===== config.mk =====
export PLATFORM = sky130hd
export DESIGN_NAME = medidor_freq
export DESIGN_NICKNAME = d
export VERILOG_FILES = /design/src/rtl/freq_pkg.sv /design/src/rtl/detecta_borda.sv /design/src/rtl/medidor_freq.sv
export SDC_FILE = /design/constraint.sdc
export NUM_CORES = 1
export LEC_CHECK = 0
export CAP_MARGIN = 30
export CORE_ASPECT_RATIO = 1.1
export CORE_MARGIN = 3
export CORE_UTILIZATION = 59
export DETAILED_ROUTE_END_ITERATION = 7
export PLACE_DENSITY_LB_ADDON = 0.2
export SYNTH_ARGS = -nofsm -noshare
export SYNTH_HDL_FRONTEND = slang
export SYNTH_SLANG_ARGS = --single-unit
export TNS_END_PERCENT = 100

===== constraint.sdc =====
create_clock -name CLK_50 -period 3.2 [get_ports CLK_50]
set_input_delay 0.64 -clock CLK_50 [delete_from_list [all_inputs] [get_ports CLK_50]]
set_output_delay 0.64 -clock CLK_50 [all_outputs]
set_load 0.005 [all_outputs]

===== src/rtl/freq_pkg.sv =====
// rtl/freq_pkg.sv - shared constants and sizing helper for the frequency meter
package freq_pkg;

    // One-second gate at the 50 MHz kit clock, so FREQ reads in Hz
    localparam int GATE_1S   = 50_000_000;
    localparam int CNT_W_DEF = 32;

    // Width of a counter that must hold 0 .. gate_cycles-1
    function automatic int gate_cnt_w(input int gate_cycles);
        return (gate_cycles > 1) ? $clog2(gate_cycles) : 1;
    endfunction

endpackage


===== src/rtl/detecta_borda.sv =====
// rtl/detecta_borda.sv - optional synchronizer plus registered rising-edge pulse (MEDIDOR_FREQ_SYNC_EN)
module detecta_borda (
    input  logic clk,
    input  logic rst,
    input  logic din,
    output logic pulse
);

    logic cur;

`ifdef MEDIDOR_FREQ_SYNC_EN
    logic [1:0] sync_q;
    logic [1:0] sync_d;

    // Two-stage shift toward the metastability-safe sample
    always_comb begin
        sync_d = {sync_q[0], din};
    end

    // Synchronizer flops, cleared by reset
    always_ff @(posedge clk) begin
        if (rst) begin
            sync_q <= '0;
        end else begin
            sync_q <= sync_d;
        end
    end

    assign cur = sync_q[1];
`else
    // Input is already synchronous to clk (e.g. a divider output)
    assign cur = din;
`endif

    logic prev_q;
    logic prev_d;
    logic pulse_q;
    logic pulse_d;

    // Rising edge = current high while the previous sample was low
    always_comb begin
        prev_d  = cur;
        pulse_d = cur & ~prev_q;
    end

    // Previous-value flop and registered one-cycle pulse
    always_ff @(posedge clk) begin
        if (rst) begin
            prev_q  <= 1'b0;
            pulse_q <= 1'b0;
        end else begin
            prev_q  <= prev_d;
            pulse_q <= pulse_d;
        end
    end

    assign pulse = pulse_q;

endmodule


===== src/rtl/medidor_freq.sv =====
// rtl/medidor_freq.sv - gated edge counter publishing a frequency word each window (MEDIDOR_FREQ_SYNC_EN selects input synchronizer)
module medidor_freq
    import freq_pkg::*;
#(
    parameter int GATE_CYCLES = GATE_1S,
    parameter int CNT_W       = CNT_W_DEF
) (
    input  logic             CLK_50,
    input  logic             RST,
    input  logic             SIG_IN,
    output logic [CNT_W-1:0] FREQ,
    output logic             VALID,
    output logic             OVF
);

    localparam int                GCNT_W    = gate_cnt_w(GATE_CYCLES);
    localparam logic [GCNT_W-1:0] GCNT_LAST = GCNT_W'(GATE_CYCLES - 1);
    localparam logic [CNT_W-1:0]  ECNT_MAX  = '1;

    logic edge_pulse;

    detecta_borda u_borda (
        .clk   (CLK_50),
        .rst   (RST),
        .din   (SIG_IN),
        .pulse (edge_pulse)
    );

    logic [GCNT_W-1:0] gcnt_q, gcnt_d;
    logic [CNT_W-1:0]  ecnt_q, ecnt_d;
    logic              sat_q, sat_d;
    logic [CNT_W-1:0]  freq_q, freq_d;
    logic              ovf_q, ovf_d;
    logic              valid_q, valid_d;

    logic              terminal;
    logic              at_max;
    logic              sat_hit;
    logic [CNT_W-1:0]  ecnt_inc;

    // Next state: free-running gate, saturating edge count, and publish on the terminal cycle
    always_comb begin
        terminal = (gcnt_q == GCNT_LAST);
        at_max   = (ecnt_q == ECNT_MAX);
        sat_hit  = edge_pulse & at_max;
        ecnt_inc = (edge_pulse & ~at_max) ? ecnt_q + CNT_W'(1) : ecnt_q;

        gcnt_d  = terminal ? '0 : gcnt_q + GCNT_W'(1);
        ecnt_d  = ecnt_inc;
        sat_d   = sat_q | sat_hit;
        freq_d  = freq_q;
        ovf_d   = ovf_q;
        valid_d = 1'b0;

        // An edge landing in the terminal cycle closes out with this window
        if (terminal) begin
            freq_d  = ecnt_inc;
            ovf_d   = sat_q | sat_hit;
            valid_d = 1'b1;
            ecnt_d  = '0;
            sat_d   = 1'b0;
        end
    end

    // State and output registers; reset wins over a coincident terminal update
    always_ff @(posedge CLK_50) begin
        if (RST) begin
            gcnt_q  <= '0;
            ecnt_q  <= '0;
            sat_q   <= 1'b0;
            freq_q  <= '0;
            ovf_q   <= 1'b0;
            valid_q <= 1'b0;
        end else begin
            gcnt_q  <= gcnt_d;
            ecnt_q  <= ecnt_d;
            sat_q   <= sat_d;
            freq_q  <= freq_d;
            ovf_q   <= ovf_d;
            valid_q <= valid_d;
        end
    end

    assign FREQ  = freq_q;
    assign VALID = valid_q;
    assign OVF   = ovf_q;

endmodule


# Word-level counts from Yosys, hierarchy flattened

Index checks and enable logic that the tools add are counted.

Input bits: 3
Output and inout bits: 34
Bits in registers: 95

Mux-type cells: 2
Bitwise operators: 6
$add $sub $neg: 2
Reduce and logical (&&, ||, !) cells: 1
Equal/unequal tests: 2

Operators by type and width:

| kind                                                             | number |
|---|---|
| 32-bit by 1-bit adder with 32-bit output (second input constant) | 1 |
| 32-bit equality test (second input constant)                     | 1 |
| 32-bit two-way mux                                               | 1 |
| 26-bit by 1-bit adder with 26-bit output (second input constant) | 1 |
| 26-bit equality test (second input constant)                     | 1 |
| 1-bit bitwise AND                                                | 3 |
| 1-bit NOT                                                        | 2 |
| 2-bit OR reduction                                               | 1 |
| 1-bit two-way mux                                                | 1 |
| 1-bit OR                                                         | 1 |

# Longest topological paths before layout

Depth after elaboration: 4
Depth in mapped cells: 9
Depth with buffers taken out: 6

# By module

From an unflattened synthesis, not the netlist that was laid out.

Cell total of the unflattened synthesis: 413
Area, all modules: 3903.7 um^2

By module, submodules not included:

| module        | cells an instance | instances | area an instance (um^2) |
|---|---|---|---|
| medidor_freq  | 409               | 1         | 3844.9 |
| detecta_borda | 4                 | 1         | 58.8 |

# Worst setup path before layout

Ideal clock, no wire load.

Path kind: reg2reg
Start point: register gcnt_q[0]
End point: register ecnt_q[19]
Arrival: 1.794 ns
Buffers on the path: 3
Data required time: 3.079 ns
Clock period less this slack: 1.915 ns
Cell stages (with the launch flop): 10
Path slack: 1.285 ns
Cells stage by stage: dfxtp_1 -> ha_1 -> and4_1 -> nand3_2 -> nor3_4 -> or2_0 -> buf_2 -> buf_4 -> buf_4 -> nor2_1

Cells in the longest elaborated chain, start to end: 2

Ends and longest elaborated chain:

| element                      | RTL line           | text |
|---|---|---|
| start, declared              | medidor_freq.sv:29 | `logic [GCNT_W-1:0] gcnt_q, gcnt_d;` |
| start signal, assigned       | medidor_freq.sv:75 | `gcnt_q <= gcnt_d;` |
| 26-bit equality test         | medidor_freq.sv:43 | `terminal = (gcnt_q == GCNT_LAST);` |
| 2-bit OR reduction (no line) | n/a                |  |
| end signal, assigned         | medidor_freq.sv:76 | `ecnt_q <= ecnt_d;` |
| end, declared                | medidor_freq.sv:30 | `logic [CNT_W-1:0] ecnt_q, ecnt_d;` |

Every way passes these cells.
A chain may end at the register's enable or synchronous reset.

# Final worst setup path

Start point: register ecnt_q[4]
End point: register ovf_q (netlist: OVF)

Cells in the longest elaborated chain, start to end: 3

Ends and longest elaborated chain:

| element              | RTL line           | text |
|---|---|---|
| 32-bit equality test | medidor_freq.sv:44 | `at_max = (ecnt_q == ECNT_MAX);` |
| 1-bit bitwise AND    | medidor_freq.sv:45 | `sat_hit = edge_pulse & at_max;` |
| 1-bit OR             | medidor_freq.sv:58 | `ovf_d = sat_q \| sat_hit;` |
| end signal, assigned | medidor_freq.sv:79 | `ovf_q <= ovf_d;` |
| end, declared        | medidor_freq.sv:33 | `logic ovf_q, ovf_d;` |

Every way passes these cells.

==> results by group <==
Timing
  – Final hold violation count: 0
  – Period utilization: 75.7%
  – Clk_skew: 8.57 ps
  – Final Max Slew Viols: 0
  – Worst-case hold slack: 396 ps
  – Highest Clock Rate: 0.413 GHz
  – # setup viols final: 0
  – Relative slew slack: 39.3%
  – Worst-Margin Slew: 904 ps
  – RSZ-0062 raised after global routing: no
  – Crit path setup slack, layout: 778 ps
  – Crit path time final: 2420 ps
  – Fin Setup TNS: 0 ps

Critical path
  – Cells along the critical path: nand4_1, nor4_4, and2_1, a21oi_1, a211oi_2
  – Worst R2R Path Depth: 5
  – RR Startpoint: ecnt_q[4]
  – Critical Path Start Type: flip-flop
  – CP max stage cell: nor4_4
  – Worst path bufs/invs: 0
  – R2R Path End: OVF
  – Cell family contributing the most delay on the critical path: simple AND/OR/NAND/NOR gates
  – Kind of critical path: flip-flop to flip-flop
  – CP peak stage delay: 870 ps
  – WP data arrival: 2700 ps
  – Critical path data required time: 3480 ps
  – Crit-path max FO: 14
  – Crit path capture type: flip-flop
  – Reg2Reg Setup Slack: 780 ps

Drt
  – Met1 wire length: 3820 um
  – Max Used Layer: met4
  – Post-DR wirelength/cell: 15.3 um
  – Drt initial violations: 102
  – Final wirelength: 8810 um
  – Routed vias/inst: 5.93
  – TritonRoute pass-1 iters: 4
  – Routed wl met2: 4420 um
  – DRC violations left: 0
  – Antenna-violating nets left: 0
  – Via count: 3422
  – Met3 WL post-DR: 453 um

Pwr
  – Internal power contribution: 0.00156 W
  – Sequential fraction of design power: 59.2%
  – VDD IR-drop max: 348 uV
  – Clock share of power: 38.8%
  – Reported leakage power: 1.51 nW
  – Switching Fraction: 22.5%
  – PwrDens: 424 mW/mm^2
  – Switch Pwr: 0.000453 W
  – Comb power frac: 2.0%
  – Pwr Total: 0.00202 W

Clock network
  – TritonCTS clock tree: built
  – CTS Hold Bufs: 0
  – Setup bufs post-CTS: 0
  – H-tree Lvls: 3
  – Clock transition at path regs: 100 ps
  – Clock sinks: 95
  – Cts bufs inserted: 9
  – Clock latency on the worst-skew pair: 360 ps
  – Longest Clk Path Bufs: 2
  – Root Driver: clkbuf_8
  – Post-CTS resize count: 0

Yosys
  – XOR/XNOR share of the synthesized area: 10.2%
  – Synth cell types: 44
  – Top_reg_cell synth: dfxtp_1
  – Synthesized instance count: 465
  – Synth Area in Adders: 0.596%
  – Post-synthesis mux area share: 0.477%
  – Ys Warns: 0
  – Main combinational cell family by area after synthesis: simple AND/OR/NAND/NOR gates
  – Post-synth EDFFs: 0
  – Post-synthesis sequential area ratio: 45.3%
  – Syn Nets: 470
  – Mapped Avg Cell Area: 9.03 sq um
  – Post-Synth Simple-Gate Area: 27.0%
  – Synthesized area: 0.00420 sq mm
  – FFs w/ async S/R, synth: 0%
  – Area fraction in compound gates after synthesis: 12.1%
  – FF+latch count, synth: 95

Finish
  – Most frequent cells in the layout: 95 x dfxtp_1, 87 x nor2_1, 41 x xnor2_1, 36 x clkdlybuf4s50_1, 28 x a211oi_1
  – P&R area growth vs syn: 13.2%
  – Core Util, Final: 70.5%
  – Nets@finish: 496
  – # fillers: 542
  – # diodes: 0
  – Layout cells sized above 1: 8.48%
  – Most common cell after layout, fill and taps aside: dfxtp_1

Min path
  – Hold path depth: 1
  – Worst Hold Class: flip-flop to flip-flop
  – Hold Crit Endpoint: u_borda.pulse
  – Min-delay src: u_borda.prev_q

Placement
  – GPL Wtd Cong: 0.904
  – Dpl ws: 852 ps
  – Dpl hpwl: 6080 um
  – I/O Buffers: 36

GRT
  – Largest net degree at the start of global routing: 37
  – GR Util All Layers: 22.5%
  – First-pass GRT wire length: 15000 um
  – Initial antenna violation count: 0
  – Vias in the first global route: 3288
  – Gr ovfl total: 0

Floorplan
  – Row Count: 31
  – Die ar.: 0.00817 sq mm
  – Initial Utilization: 62.2%
  – IO Count: 37
  – Core area: 0.00675 sq mm
  – DIE WIDTH: 86.5 um
  – Die Y-Extent: 94.5 um

Outcome
  – Status: completed

Run
  – Max_cap viols: 0
[power groups by stage]
stage               Combinational [W]  Clock (W)  Sequential, W
floorplan                   0.0000304          0        0.00122
finish                      0.0000398   0.000783        0.00119
global route                0.0000449   0.000842        0.00119
global placement            0.0000384          0        0.00122
detailed placement          0.0000398          0        0.00122
CTS                         0.0000400   0.000795        0.00119
[final cells by class]
cell class	count	area (sq um)	area share, %
Inverter	5	18.8	0.395
Multi-Input combinational cell	337	2120	44.7
Clock buffer	9	124	2.60
Sequential cell	95	1900	40.0
Clock inverter	6	71.3	1.50
Tap cell	82	103	2.16
Timing Repair Buffer	43	413	8.68
[worst register-to-register path, cell delays in order, from the launching register on]
cell	delay, ps
dfxtp_1	430
nand4_1	290
nor4_4	870
and2_1	380
a21oi_1	140
a211oi_2	220
[Yosys cell counts, types with 4 or more instances]
master | instances | area share, %
and4_1 | 8 | 1.7
xor2_1 | 8 | 1.7
nand4_1 | 25 | 3.7
nand3_1 | 20 | 2.4
and4_4 | 4 | 1.1
clkbuf_1 | 6 | 0.54
xnor2_1 | 41 | 8.5
nor3_1 | 9 | 1.1
inv_1 | 5 | 0.45
buf_4 | 4 | 0.71
o21bai_1 | 5 | 0.89
a31oi_1 | 5 | 0.74
nor4_1 | 12 | 1.8
nand2_1 | 18 | 1.6
nor2b_1 | 6 | 0.89
nor2_1 | 87 | 7.8
a21oi_1 | 16 | 1.9
buf_2 | 15 | 1.8
a211oi_1 | 28 | 5.0
dfxtp_1 | 95 | 45
a2111oi_2 | 4 | 1.4
and3_1 | 5 | 0.74
[sequential cells by signal, indices dropped and copies added (netlist names)]
register	cells
VALID	1
gcnt_q	26
FREQ	32
sat_q	1
OVF	1
u_borda.pulse	1
ecnt_q	32
u_borda.prev_q	1
[logic make-up (layout without fill, tap and decap cells)]
kind of cell	after synthesis	count (layout)
muxes	2	2
AOI/OAI and AO/OA	70	70
and+or+nand+nor	214	214
DFF	95	95
buffers and inverters	33	63
adders and majority gates	2	2
xor gates and xnor gates	49	49
[worst max path at each step]
stage | from | endpoint | cells past startpoint
after CTS | ecnt_q[4] | OVF | 5
after floorplan | gcnt_q[0] | ecnt_q[19] | 9
after global routing | ecnt_q[0] | FREQ[0] | 6
after detailed placement | ecnt_q[4] | OVF | 5
after global placement | ecnt_q[4] | OVF | 5
final | ecnt_q[4] | OVF | 5
[through the flow]
stage	cell area (sq um)	instances
after floorplan	4200	465
after global placement	4560	562
after detailed placement	4560	562
after CTS	4760	577
after global routing	4760	577
final	4760	577
[metal layers]
layer | up-vias | global-route usage (%)
li1 | 1708 | -
met1 | 1631 | 27.0
met2 | 74 | 39.9
met3 | 9 | 5.67
met4 | 0 | 6.23
met5 | - | 0
Note: power is estimated with default switching activity, not from simulation.
